--- src/rtl/mult_hilo.sv ---
// mult_hilo: HI/LO commit stage behind the fixed-latency 32x32 multiplier.
// It tracks an issued multiply for LATENCY edges. On the final edge it
// captures the 64-bit product z into {hi,lo}, as a plain write or as an
// accumulate. It also services MTHI/MTLO moves while no multiply is in flight.
// Optional feature macro: MULT_HILO_ACC_EN.
//   Defined   - op 01 adds z to {hi,lo}, and op 10 subtracts z from {hi,lo}.
//   Undefined - every op value writes z.
module mult_hilo #(
    parameter int unsigned LATENCY = 4
) (
    input  logic        clk,
    input  logic        reset,
    input  logic        start,
    input  logic [1:0]  op,
    input  logic [63:0] z,
    input  logic        mthi,
    input  logic        mtlo,
    input  logic [31:0] wdata,
    output logic [31:0] hi,
    output logic [31:0] lo,
    output logic        busy,
    output logic        done
);

    typedef enum logic [1:0] {
        ST_IDLE = 2'd0,
        ST_WAIT = 2'd1,
        ST_DONE = 2'd2
    } state_t;

    localparam logic [3:0] LAT_LOAD = 4'(LATENCY);

    state_t      state_q;
    logic [3:0]  cnt_q;
    logic [1:0]  op_q;
    logic [31:0] hi_q;
    logic [31:0] lo_q;
    logic        busy_q;
    logic        done_q;
    logic [63:0] commit_d;

`ifdef MULT_HILO_ACC_EN
    // Commit value: write, or 64-bit modulo add/subtract against current {hi,lo}
    always_comb begin
        commit_d = z;
        case (op_q)
            2'b01:   commit_d = {hi_q, lo_q} + z;
            2'b10:   commit_d = {hi_q, lo_q} - z;
            default: commit_d = z;
        endcase
    end
`else
    // Without the accumulate datapath, every op commits as a plain write
    assign commit_d = z;

    // op is still latched with start so both builds track the same state.
    // In this build nothing reads it.
    logic unused_op;
    assign unused_op = ^op_q;
`endif

    // Control FSM, iteration counter and HI/LO architectural state
    always_ff @(posedge clk) begin
        if (reset) begin
            state_q <= ST_IDLE;
            cnt_q   <= 4'd0;
            op_q    <= 2'b00;
            hi_q    <= 32'd0;
            lo_q    <= 32'd0;
            busy_q  <= 1'b0;
            done_q  <= 1'b0;
        end else begin
            case (state_q)
                ST_IDLE, ST_DONE: begin
                    if (start) begin
                        // Issue wins over any simultaneous move
                        op_q    <= op;
                        cnt_q   <= LAT_LOAD;
                        state_q <= ST_WAIT;
                        busy_q  <= 1'b1;
                        done_q  <= 1'b0;
                    end else begin
                        if (mthi) begin
                            hi_q <= wdata;
                        end
                        if (mtlo) begin
                            lo_q <= wdata;
                        end
                        state_q <= ST_IDLE;
                        busy_q  <= 1'b0;
                        done_q  <= 1'b0;
                    end
                end
                ST_WAIT: begin
                    // start/mthi/mtlo are ignored while a multiply is in flight
                    cnt_q <= cnt_q - 4'd1;
                    if (cnt_q == 4'd1) begin
                        {hi_q, lo_q} <= commit_d;
                        state_q      <= ST_DONE;
                        busy_q       <= 1'b0;
                        done_q       <= 1'b1;
                    end
                end
                default: begin
                    state_q <= ST_IDLE;
                    busy_q  <= 1'b0;
                    done_q  <= 1'b0;
                end
            endcase
        end
    end

    assign hi   = hi_q;
    assign lo   = lo_q;
    assign busy = busy_q;
    assign done = done_q;

endmodule

--- config.mk ---
export PLATFORM = sky130hd
export DESIGN_NAME = mult_hilo
export DESIGN_NICKNAME = d
export VERILOG_FILES = /design/src/rtl/mult_hilo.sv
export SDC_FILE = /design/constraint.sdc
export NUM_CORES = 1
export LEC_CHECK = 0
export ABC_AREA = 1
export CAP_MARGIN = 15
export CORE_UTILIZATION = 30
export DETAILED_ROUTE_END_ITERATION = 6
export DONT_BUFFER_PORTS = 1
export PLACE_DENSITY_LB_ADDON = 0.12
export SLEW_MARGIN = 20
export SYNTH_ARGS = -nofsm -noshare
export SYNTH_HDL_FRONTEND = slang
export SYNTH_SLANG_ARGS = --single-unit
--- constraint.sdc ---
create_clock -name clk -period 1.6 [get_ports clk]
set_clock_uncertainty 0.1 [all_clocks]
set_input_delay 0.16 -clock clk [delete_from_list [all_inputs] [get_ports clk]]
set_output_delay 0.16 -clock clk [all_outputs]
set_load 0.03 [all_outputs]
* Yosys cells after proc, flatten, opt, wreduce, memory -nomap -nowiden
Index checks and enable logic that the tools add are counted.
Storage, ports and cells: RAM bits 0, memories kept 0, word-level logic and storage cells 39, bits in latches 0, register bits 72, bits in read-only memories 0
Cells by class: divide/modulo/power cells 0, equal/unequal tests 8, add/sub/neg operators 1, bitwise logic cells 1, multipliers 0, muxes and demuxes 16, shifts and indexed selects 0, magnitude comparators 0, reductions and logical operators 7
Operator list (number):
- $mux W32 | 6
- $pmux W32 S2 | 2
- $ne A2 B2 Y1 const B | 5
- $pmux W4 S2 | 1
- $reduce_and A4 Y1 | 2
- $eq A4 B1 Y1 const B | 1
- $mux W4 | 1
- $pmux W2 S2 | 1
- $reduce_or A2 Y1 | 2
- $sub A4 B1 Y4 const B | 1
- $mux W1 | 3
- $eq A2 B1 Y1 const B | 1
- $eq A2 B2 Y1 const B | 1
- $logic_not A2 Y1 | 1
- $mux W2 | 1
- $pmux W1 S2 | 1
- $reduce_and A2 Y1 | 1
- $reduce_bool A2 Y1 | 1
- $not A1 Y1 | 1

* Depth between registers and ports, before layout
Gate-level depths: netlist of run 1.
depth after elaboration 4, depth in mapped cells 8, gate-level depth less buffers 6

* Least setup slack after synthesis of run 1
Ideal clock, no wire load.
path type register to register, from reg cnt_q[1], to reg lo_q[1] (netlist: lo[1]), clock period less this slack 1.355 ns, setup slack 0.245 ns, arrival 1.140 ns, stages on the path, launching flop included 9, path buffers 2, setup time 0.115 ns, required time 1.385 ns, path through dfxtp_1 inv_1 ha_1 nand3_1 buf_2 buf_2 nand3_1 nand2_1 nor2_1
On the way: cells in the longest elaborated chain, start to end 3
Ends and longest elaborated chain:
- start: declaration | line 34 | logic [3:0] cnt_q;
- start signal: assignment | line 96 | cnt_q <= cnt_q - 4'd1;
- $eq A4 B1 Y1 | line 97 | if (cnt_q == 4'd1) begin
- $ne A2 B2 Y1 (no line)
- $reduce_and A4 Y1 (no line)
- end signal: assignment | line 87 | lo_q <= wdata;
- end signal: assignment | line 98 | {hi_q, lo_q} <= commit_d;
- end: declaration | line 37 | logic [31:0] lo_q;
No other way between the ends. A chain may end at the register's enable or synchronous reset.

* Worst setup path after layout of run 1
from reg cnt_q[1], to reg lo_q[20] (netlist: lo[20])
Same word-level chain as after synthesis.

==> impl_results.md, run 1 <==
- Setup CP Type: register to register
- Die width: 116 um
- CTS buffer count: 9
- Yosys cell types: 15
- Area delta synth->final: 25.8%
- Rel. slew slack: 74.3%
- Critical Path RT: 1730 ps
- Commonest non-fill, non-tap cell in the layout: nand2_1
- CP max stage cell: dfxtp_1
- Max VDD drop: 0.395 mV
- First-pass GRT wire length: 17.9 mm
- Hold_ws: 8.58 ps
- Total global routing track utilization: 17.4%
- Hold Crit Depth: 4
- Warnings from Yosys: 0
- GPL Wtd Cong: 0.763
- Worst R2R End: lo[20]$_SDFFE_PP0P_
- Buffers and inverters on the worst path: 2
- Worst path top cell family by delay: flip-flops
- Post-Place Worst Slack: 95.3 ps
- ANT cells: 0
- Clock power frac: 35.8%
- Final hold vios: 0
- Routed WL: 11.9 mm
- Final period util: 91.8%
- NumNets Final: 777
- Core Region: 12700 um2
- DR pass1 iterations: 5
- Initial antenna violation count: 0
- Die area: 13500 um2
- Final ANT Viol Nets: 0
- Critical path data arrival time: 1600 ps
- Root buffer cell: clkbuf_16
- Clk_lat worst skew: 330 ps
- Final setup fails: 0
- H-tree levels: 3
- Top-Level Pins: 169
- Clk slew on worst S/H paths: 60 ps
- Tightest Pin Transition: 385 ps
- Wire per inst: 14.0 um
- Syn_area_per_cell: 6.10 um2
- Slew Viols, Final: 0
- IO buf count: 0
- R2R setup slack: 130 ps
- Gate power share: 19.7%
- Outcome: complete, no violations
- Max Root-Sink Buffers: 2
- RSZ-0062 raised after global routing: false
- Synthesized Nets: 746
- Hold wc startpoint: z[16]
- Placed cell count: 784
- Final setup TNS: 0 ps
- Row Count: 41
- CP startpoint kind: register
- Vias in the first global route: 3572
- 1st-iter DRT viols: 253
- Most frequent cells in the layout: nand2_1, nand3_1, dfxtp_1
- Leakage: 2.44 nW
- Num Clock Sinks: 72
- PD cells: 1080 nW/um2
- Dpl cell area: 4150 um2
- Critical Path End Type: register
- CP max stage delay: 350 ps
- Origin of the critical flop-to-flop path: cnt_q[1]$_SDFFE_PP0P_
- Cells after Synth: 641
- Fmax achieved: 0.681 GHz
- Drc violations: 0
- Hold Path Class: input port to register
- R2R depth: 7
- Switching Power: 0.00175 W
- Via count: 4059
- Total congestion overflow: 0
- Net Sw Frac: 32.9%
- Die Y: 116 um
- Vias/cell: 4.79
- Max_cap viols: 0
- HPWL Detailed: 7.87 mm
- Sequential area share after synthesis: 36.9%
- TritonCTS clock tree: built
- Mapped Area: 3910 um2
- Share of layout cells above drive strength 1: 6.07%
- CP Max Fanout: 56
- Final Worst Setup Slack: 132 ps
- Flop pwr share: 44.6%
- Hold EP: lo[16]$_SDFFE_PP0P_
- Design area: 4920 um2
- CP Cell Sequence: inv_1, ha_1, nand3_4, buf_12, nand3_1, nand2_1, nor2_1
- Register bit total from synthesis: 72
- Finished Layout Cells: 847
- Starting density of the core: 30.8%
- Fin crit period: 1470 ps
- Largest net degree at the start of global routing: 65
- Pint: 0.00356 W
per-layer routing:
layer / part of all wire, % / vias to the layer above / global-route usage, %
met2: 47 / 108 / 29.0
met5: 0 / - / 0
met3: 7.0 / 15 / 4.93
met4: 1.9 / 0 / 8.03
li1: - / 2091 / -
met1: 44 / 1845 / 20.9
power groups by stage:
stage	sequential [W]	combinational, W	clock (W)
floorplan	0.00239	0.000705	0
global placement	0.00240	0.000929	0
detailed placement	0.00240	0.000949	0
CTS	0.00237	0.00105	0.00197
global route	0.00238	0.00119	0.00205
finish	0.00236	0.00104	0.00190
area by class of cell:
type                    instances  area [um2]
fillers                      1372        7750
multi-input cells             448        1990
flip-flops and latches         72        1440
repair buffers                 70         727
clock buffers                  14         274
inverters                      71         267
well taps                     172         215
flip-flops by register name, indices dropped and copies added, names as in the netlist:
name	cells
cnt_q	4
lo	32
hi	32
done	1
state_q	2
busy	1
worst min-delay path, stage by stage:
cell and delay [ps]:
nand3_1 60, nand2_1 70, a21oi_1 40, nor2_1 80
per-stage QoR:
stage | total power (W) | util [%]
floorplan | 0.00309 | -
global placement | 0.00333 | 32.7
detailed placement | 0.00335 | 32.7
CTS | 0.00539 | 38.8
global route | 0.00562 | 38.8
finish | 0.00530 | 38.8
how the worst max path moves through the flow:
stage,cells after the start,to,start
floorplan,8,lo[1]$_SDFFE_PP0P_,cnt_q[1]$_SDFFE_PP0P_
global placement,7,lo[8]$_SDFFE_PP0P_,cnt_q[1]$_SDFFE_PP0P_
detailed placement,7,lo[2]$_SDFFE_PP0P_,cnt_q[1]$_SDFFE_PP0P_
CTS,7,lo[5]$_SDFFE_PP0P_,cnt_q[1]$_SDFFE_PP0P_
global route,7,lo[18]$_SDFFE_PP0P_,cnt_q[1]$_SDFFE_PP0P_
finish,7,lo[20]$_SDFFE_PP0P_,cnt_q[1]$_SDFFE_PP0P_
Yosys cell counts:
cell type / n / share of area, %
o21ai_0: 2 / 0.26
nand3_1: 132 / 17
a21oi_1: 70 / 9.0
ha_1: 2 / 0.64
nor2_1: 69 / 6.6
nand2_1: 170 / 16
clkbuf_1: 16 / 1.5
inv_1: 69 / 6.6
inv_2: 1 / 0.096
xnor2_1: 1 / 0.22
o22ai_1: 1 / 0.16
nor2_4: 1 / 0.29
buf_2: 34 / 4.4
dfxtp_1: 72 / 37
clkinv_1: 1 / 0.096
cell families (layout without fill, tap and decap cells):
group / after synthesis / count (layout) / synth area share, %
buffers and inverters: 121 / 155 / 12.7
DFF: 72 / 72 / 36.9
xor gates and xnor gates: 1 / 1 / 0.224
AOI/OAI and AO/OA: 73 / 73 / 9.38
and+or+nand+nor: 372 / 372 / 40.2
adders and majority gates: 2 / 2 / 0.640
timing repair:
item	4_1_cts	5_1_grt
buffers inserted	0	0
hold endpoints to repair	42	0
hold buffers	49	0
resized for setup	0	1
endpoints found under the setup margin	0	13
(Power assumes the default switching activity.)
==> run 2: changes to the inputs <==
--- a/config.mk
+++ b/config.mk
@@ -6,11 +6,12 @@
 export NUM_CORES = 1
 export LEC_CHECK = 0
 export ABC_AREA = 1
+export ABC_CLOCK_PERIOD_IN_PS = 1600
 export CAP_MARGIN = 15
 export CORE_UTILIZATION = 30
 export DETAILED_ROUTE_END_ITERATION = 6
 export DONT_BUFFER_PORTS = 1
-export PLACE_DENSITY_LB_ADDON = 0.12
+export PLACE_DENSITY = 0.47
 export SLEW_MARGIN = 20
 export SYNTH_ARGS = -nofsm -noshare
 export SYNTH_HDL_FRONTEND = slang
==> impl_results.md, run 2 (same netlist as run 1, synthesis figures left out) <==
- Commonest non-fill, non-tap cell in the layout: nand2_1 (unchanged)
- RSZ-0062 raised after global routing: false (unchanged)
- TritonCTS clock tree: built (unchanged)
- Final setup fails: 0 (unchanged)
- Max Root-Sink Buffers: 2 (unchanged)
- Routed WL: 12.2 mm (was 11.9 mm)
- Vias/cell: 4.79 (about the same)
- GRT met1 Usage: 19.5% (was 20.9%)
- CP max stage delay: 340 ps (was 350 ps)
- Vias in the first global route: 3701 (was 3572)
- Outcome: complete, no violations (unchanged)
- Crit. path cell count: 7 (unchanged)
- Final hold vios: 0 (unchanged)
- IO buf count: 0 (unchanged)
- Rel. slew slack: 73.6% (was 74.3%)
- Most frequent cells in the layout: nand2_1, nand3_1, dfxtp_1 (unchanged)
- Initial antenna violation count: 0 (unchanged)
- Critical Path End Type: register (unchanged)
- Clk_lat worst skew: 340 ps (was 330 ps)
- Top-Level Pins: 169 (unchanged)
- Post-CTS Setup Inserts: 0 (unchanged)
- Fmax achieved: 0.686 GHz (was 0.681 GHz)
- Post-Place Worst Slack: 140 ps (was 95.3 ps)
- Critical path data arrival time: 1580 ps (was 1600 ps)
- Final period util: 91.0% (was 91.8%)
- NumNets Final: 796 (was 777)
- Worst path top cell family by delay: simple AND/OR/NAND/NOR gates (was flip-flops)
- 1st-iter DRT viols: 195 (was 253)
- Fin crit period: 1460 ps (was 1470 ps)
- Share of layout cells above drive strength 1: 6.18% (was 6.07%)
- Hold Path Class: input port to register (unchanged)
- Final Worst Setup Slack: 143 ps (was 132 ps)
- Via count: 4154 (was 4059)
- CP Cell Sequence: inv_1, ha_1, nand3_4, buf_12, nand3_1, nand2_1, nor2_1 (unchanged)
- Slew Viols, Final: 0 (unchanged)
- Hold-fix buffers, CTS: 70 (was 49)
- Buffers and inverters on the worst path: 2 (unchanged)
- First-pass GRT wire length: 18.4 mm (was 17.9 mm)
- CP max stage cell: dfxtp_1 (unchanged)
- R2R depth: 7 (unchanged)
- Hold Crit Depth: 4 (unchanged)
- PD cells: 1140 nW/um2 (was 1080 nW/um2)
- Critical Path RT: 1730 ps (about the same)
- GRT met2 Usage: 31.9% (was 29.0%)
- Starting density of the core: 30.8% (unchanged)
- CP Max Fanout: 49 (was 56)
- Final setup TNS: 0 ps (unchanged)
- Core Region: 12700 um2 (unchanged)
- Die width: 116 um (unchanged)
- DR pass1 iterations: 4 (was 5)
- Wire per inst: 14.0 um (about the same)
- Global Route met3 Usage: 6.95% (was 4.93%)
- ANT cells: 0 (unchanged)
- GPL Wtd Cong: 0.735 (was 0.763)
- Root buffer cell: clkbuf_16 (unchanged)
- H-tree levels: 3 (unchanged)
- Max_cap viols: 0 (unchanged)
- Final ANT Viol Nets: 0 (unchanged)
- Top Usage Layer GRT: met2 (unchanged)
- Die Y: 116 um (unchanged)
- CTS buffer count: 9 (unchanged)
- Total global routing track utilization: 17.9% (was 17.4%)
- Drc violations: 0 (unchanged)
- Area delta synth->final: 33.8% (was 25.8%)
- Setup CP Type: register to register (unchanged)
- Total congestion overflow: 0 (unchanged)
- Die area: 13500 um2 (unchanged)
- Row Count: 41 (unchanged)
- PostCTS Resize Cnt: 0 (unchanged)
- Leakage: 2.58 nW (was 2.44 nW)
- Largest net degree at the start of global routing: 70 (was 65)
- Clk slew on worst S/H paths: 60 ps (about the same)
- Tightest Pin Transition: 396 ps (was 385 ps)
- Num Clock Sinks: 72 (unchanged)
- HPWL Detailed: 7.65 mm (was 7.87 mm)
- Max VDD drop: 0.637 mV (was 0.395 mV)
- CP startpoint kind: register (unchanged)
-- run 2: power by group --
part	internal (W)	switching, W
combinational	0.000462	0.000625
clock	0.00172	0.000787
sequential	0.00196	0.000396
-- run 2: worst register-to-register path, stage by stage, from the launching register on --
cell     delay, ps
dfxtp_1        340
inv_1           60
ha_1           220
nand3_4        140
buf_12         240
nand3_1        130
nand2_1         80
nor2_1          40
-- run 2: metal layers --
metal / routed length (um) / part of all wire [%] / vias up
met5: 0 / 0 / -
met3: 942 / 7.7 / 20
met2: 6060 / 50 / 140
met4: 183 / 1.5 / 0
met1: 4980 / 41 / 1870
li1: - / - / 2124
-- run 2: path summary, 6_finish.rpt --
path	start	end	slack, ps
max	cnt_q[1]$_SDFFE_PP0P_	hi[0]$_SDFFE_PP0P_	140
min	wdata[18]	lo[18]$_SDFFE_PP0P_	10
max reg2reg	cnt_q[1]$_SDFFE_PP0P_	hi[0]$_SDFFE_PP0P_	140
min reg2reg	cnt_q[0]$_SDFFE_PP0P_	cnt_q[0]$_SDFFE_PP0P_	390
-- run 2: cell type report --
class,instances,area (um2)
Sequential cell,72,1440
Clock buffer,10,239
Inverter,71,267
Timing Repair Buffer,89,943
Clock inverter,6,130
Fill cell,1328,7440
Multi-Input combinational cell,448,1990
Tap cell,172,215
-- run 2: stage by stage --
| step | util [%] | hold slack (ps) | cell area (um2) | cells | power, W |
|---|---|---|---|---|---|
| floorplan | - | 129 | 3910 | 641 | 0.00309 |
| global placement | 32.8 | 130 | 4160 | 782 | 0.00333 |
| detailed placement | 32.8 | 126 | 4160 | 782 | 0.00335 |
| CTS | 41.3 | 0.0535 | 5230 | 868 | 0.00604 |
| global route | 41.3 | 16.4 | 5230 | 868 | 0.00628 |
| finish | 41.3 | 11.6 | 5230 | 868 | 0.00595 |
